File: src/rtl/fixed_point_mul_pkg.sv
// Shared helpers for the fixed-point multiplier: product width and
// saturation limits for a signed two's-complement word of a given width.
package fixed_point_mul_pkg;

    function automatic int prod_width(input int i1, input int f1,
                                      input int i2, input int f2);
        return i1 + i2 + f1 + f2;
    endfunction

    // Limits are returned 64 bits wide; callers size-cast to their own width.
    function automatic logic signed [63:0] sat_max(input int w);
        return (64'sd1 <<< (w - 1)) - 64'sd1;
    endfunction

    function automatic logic signed [63:0] sat_min(input int w);
        return -(64'sd1 <<< (w - 1));
    endfunction

endpackage

File: src/rtl/fixed_point_saturate.sv
// Combinational fraction realignment, range check and clamp from one signed
// Q-format to another, with positive/negative saturation flags.
module fixed_point_saturate
    import fixed_point_mul_pkg::*;
#(
    parameter int IN_W  = 11,
    parameter int IN_F  = 4,
    parameter int OUT_W = 8,
    parameter int OUT_F = 3
) (
    input  logic signed [IN_W-1:0]  value,
    output logic        [OUT_W-1:0] result,
    output logic                    overflow,
    output logic                    underflow
);

    localparam int D  = IN_F - OUT_F;
    // Working width holds the fully shifted value plus a spare sign bit, so the
    // range comparison is exact whether the output is wider or narrower.
    localparam int LW = IN_W + ((D < 0) ? -D : 0);
    localparam int AW = ((LW > OUT_W) ? LW : OUT_W) + 1;

    localparam logic signed [AW-1:0] MAX_V = AW'(sat_max(OUT_W));
    localparam logic signed [AW-1:0] MIN_V = AW'(sat_min(OUT_W));

    logic signed [AW-1:0] ext;
    logic signed [AW-1:0] aligned;

    assign ext = AW'(value);

    generate
        if (D > 0) begin : g_shr
            assign aligned = ext >>> D;
        end else if (D < 0) begin : g_shl
            assign aligned = ext <<< (-D);
        end else begin : g_keep
            assign aligned = ext;
        end
    endgenerate

    always_comb begin
        result    = aligned[OUT_W-1:0];
        overflow  = 1'b0;
        underflow = 1'b0;
        if (aligned > MAX_V) begin
            result   = MAX_V[OUT_W-1:0];
            overflow = 1'b1;
        end else if (aligned < MIN_V) begin
            result    = MIN_V[OUT_W-1:0];
            underflow = 1'b1;
        end
    end

endmodule

File: src/rtl/fixed_point_mul.sv
// Registered signed fixed-point multiplier: exact product, realigned and
// saturated to the output Q-format, one cycle of latency.
module fixed_point_mul
    import fixed_point_mul_pkg::*;
#(
    parameter int I1    = 3,
    parameter int F1    = 2,
    parameter int I2    = 4,
    parameter int F2    = 2,
    parameter int OUT_I = 5,
    parameter int OUT_F = 3
) (
    input  logic                      clk,
    input  logic                      rst,
    input  logic signed [I1+F1-1:0]   a,
    input  logic signed [I2+F2-1:0]   b,
    output logic [OUT_I+OUT_F-1:0]    out,
    output logic                      overflow,
    output logic                      underflow
);

    localparam int PW    = prod_width(I1, F1, I2, F2);
    localparam int OUT_W = OUT_I + OUT_F;

    logic signed [PW-1:0]    product;
    logic        [OUT_W-1:0] sat_result;
    logic                    sat_overflow;
    logic                    sat_underflow;

    // Both operands are sign-extended to the product width, which always holds
    // the exact result.
    assign product = PW'(a) * PW'(b);

    fixed_point_saturate #(
        .IN_W  (PW),
        .IN_F  (F1 + F2),
        .OUT_W (OUT_W),
        .OUT_F (OUT_F)
    ) u_saturate (
        .value     (product),
        .result    (sat_result),
        .overflow  (sat_overflow),
        .underflow (sat_underflow)
    );

    always_ff @(posedge clk or posedge rst) begin
        if (rst) begin
            out       <= '0;
            overflow  <= 1'b0;
            underflow <= 1'b0;
        end else begin
            out       <= sat_result;
            overflow  <= sat_overflow;
            underflow <= sat_underflow;
        end
    end

endmodule

File: config.mk
export PLATFORM = sky130hd
export DESIGN_NAME = fixed_point_mul
export DESIGN_NICKNAME = d
export VERILOG_FILES = /design/src/rtl/fixed_point_mul_pkg.sv /design/src/rtl/fixed_point_saturate.sv /design/src/rtl/fixed_point_mul.sv
export SDC_FILE = /design/constraint.sdc
export NUM_CORES = 1
export LEC_CHECK = 0
export ABC_CLOCK_PERIOD_IN_PS = 800
export BUFFER_PORTS_ARGS = -buffer_cell sky130_fd_sc_hd__buf_4
export CORE_MARGIN = 3
export CORE_UTILIZATION = 25
export CTS_CLUSTER_DIAMETER = 200
export CTS_CLUSTER_SIZE = 30
export DETAILED_ROUTE_END_ITERATION = 10
export MAX_ROUTING_LAYER = met4
export SLEW_MARGIN = 20
export SYNTH_ARGS = -nofsm -noshare
export SYNTH_HDL_FRONTEND = slang
export SYNTH_SLANG_ARGS = --single-unit
File: constraint.sdc
create_clock -name clk -period 0.8 [get_ports clk]
set_clock_uncertainty 0.05 [all_clocks]
set_input_delay 0.04 -clock clk [delete_from_list [all_inputs] [get_ports clk]]
set_output_delay 0.04 -clock clk [all_outputs]
set_load 0.03 [all_outputs]
==> out/results.txt <==
Routed len/inst - 9.80 um
Netlist cell types - 21
Routed vias - 1105
Global route overflow - 0
Drt first-iter violations - 17
Critical Path Start Type - input pin
WL final - 2.64 mm
Fillers - 566
# nets final - 249
Part of the power in registers - 15.2%
Final-report hold violation count - 0
Post-Layout Cell Count - 269
WHS - 0.281 ns
Top cell type's share of synthesized area - 27.5%
I/O pin count - 23
Worst min path class - in -> async
Syn Area/Cell - 9.77 sq um
# setup viols final - 20
Die Ht - 82.3 um
Total GRT Usage - 9.81%
Kind of critical path - in -> reg
Number of port buffers - 22
Num Clock Sinks - 10
Commonest non-fill, non-tap cell in the layout - inv_1
Fin. max-slew vios - 0
Mapped cell area - 1460 sq um
Clock power share - 8.0%
WP data required - 0.84 ns
P_sw - 0.00264 W
Root Buffer - clkbuf_8
Die area - 6780 sq um
Area grow syn2layout - 42.5%
Leak pwr - 1.04 nW
Syn nets - 199
Post-DP HPWL - 2.43 mm
Largest net degree at the start of global routing - 11
WP buf/inv - 5
Inst Count DP - 261
Area leader, netlist - fa_1
PD cells - 2920 nW/um^2
CP max stage delay - 0.54 ns
Critical path endpoint category - register
Register area share after synthesis - 17.2%
Synth warn - 0
Via density - 4.11
Combinational share of power - 76.8%
Final ANT Viol Nets - 0
CTS tree - done
Layout cells sized above 1 - 35.5%
Residual DRC count - 0
Final Critical Period - 3.21 ns
Slowest cell on the critical path - fa_1
CP cell instances - buf_6 -> clkinvlp_4 -> nor2_2 -> fa_1 -> inv_1 -> fa_1 -> fa_1 -> inv_1 -> ha_4 -> a21o_1 -> a21oi_2 -> nand2_1 -> xor2_2 -> buf_4 -> o22ai_4 -> a21oi_1
Worst slew margin - 75.0%
Most frequent cells in the layout - inv_1, buf_4, fa_1
Global-route wire length before repair - 5.13 mm
Initial antenna violation count - 0
Number of CTS-inserted buffers - 3
Number of global-route vias before repair - 1274
Violated checks - negative setup slack
Setup repair after global routing missed its margin - yes
Initial Util - 26.1%
Switching share of total power - 43.5%
CTS HTree Levels - 1
Max Freq - 311 MHz
Max-cap violations - 0
Synth area leaders - fa_1, dfrtp_1, ha_1
Worst path arrival time - 3.25 ns
Die W - 82.3 um
Worst-Margin Slew - 0.372 ns
CP dominant cell by count - fa_1
CORE AREA - 5570 sq um
FP Rows - 27
Post-Synthesis Cells - 149
Worst Setup Slack, final - -2.41 ns
Clock Pin Slew Worst Setup and Hold Paths - 0.04 ns
Worst ir drop on vdd - 1840 uV
Critical path peak fanout - 8
Reg area - 250 sq um
Routability Congestion - 0.754
Yosys reg bits - 10
Drt pass-1 iters - 3
CP top delay family - adder cells
Multi-input logic area - 1170 sq um
Status - complete, but fails checks
P_int - 0.00342 W
Antenna Cells - 0
Clock tree buffer depth - 2
Period Utilization, post-route - 402%
[what timing repair did]
action | 4_1_cts | 5_1_grt
pin swaps | 5 | 4
resized for setup | 13 | 3
hold buffers | 1 | 0
buffers inserted | 2 | 2
setup endpoints to repair | 20 | 20
endpoints found under the hold margin | 10 | 0
[final timing paths]
kind / from / endpoint / slack, ns / cells after the start
worst min-delay path: rst / overflow / 0.28 / 3
worst max-delay path: a[4] / out[4] / -2.41 / 16
max in group asynchronous: rst / out[1] / 0.16 / 3
min in group clk: b[0] / out[0] / 0.37 / 6
[state kept, by name (all words and copies together) (netlist names)]
| signal | flops |
|---|---|
| out | 8 |
| overflow | 1 |
| underflow | 1 |
[per-stage QoR]
stage               instance area, sq um  TNS [ns]  util, %  worst slack (ns)  power [W]
floorplan                           1540    -23.16        -             -2.37    0.00387
global route                        2080    -25.71     37.2             -2.60    0.00670
finish                              2080    -23.66     37.2             -2.41    0.00605
global placement                    1930    -25.89     34.6             -2.65    0.00506
detailed placement                  1930    -26.54     34.6             -2.72    0.00512
CTS                                 2040    -23.96     36.6             -2.43    0.00592
[area by class of cell]
| class | instances | share of cell area (%) |
|---|---|---|
| inverters | 36 | 6.69 |
| repair buffers | 45 | 18.6 |
| multi-input cells | 103 | 56.4 |
| well taps | 72 | 4.34 |
| flip-flops and latches | 10 | 12.1 |
| clock buffers | 3 | 1.99 |
[power by group through the flow]
stage          clock network, W  logic [W]  registers [W]
2_1_floorplan                 0    0.00248        0.00139
3_3_place_gp                  0    0.00418       0.000887
3_5_place_dp                  0    0.00423       0.000886
4_1_cts                0.000503    0.00448       0.000928
5_1_grt                0.000530    0.00523       0.000943
6_report               0.000486    0.00465       0.000922
[tightest hold or removal path, cell delays in order]
cell and delay (ns):
dlygate4sd3_1 0.53, buf_4 0.13, inv_1 0.26
[cells in the mapped netlist, drive strengths merged]
library cell,count
inv,36
fa,20
and2,19
ha,17
a21oi,12
dfrtp,10
xnor2,7
nand2,6
nor2,5
a21o,4
xor2,3
a211oi,2
o21bai,2
nand2b,1
nand4,1
nor3,1
o21a,1
o21ai,1
o22ai,1
[logic make-up (layout without fill, tap and decap cells)]
| kind of cell | after synthesis | count (layout) | share of synthesized area [%] |
|---|---|---|---|
| adder cells (fa/ha/maj) | 37 | 37 | 42.1 |
| buffers and inverters | 36 | 84 | 9.28 |
| AND/OR/NAND/NOR | 33 | 33 | 13.0 |
| AO/OA/AOI/OAI | 23 | 23 | 12.5 |
| XOR/XNOR | 10 | 10 | 6.01 |
| flip-flops | 10 | 10 | 17.2 |
[routing by layer]
metal	wire, um	GRT usage (%)	vias to the layer above
met5	0	-	-
met4	13	1.99	0
met3	39	0.976	2
met2	1420	18.0	10
met1	1160	11.5	539
li1	-	-	554
No activity file was read; power rests on OpenSTA's default activity.
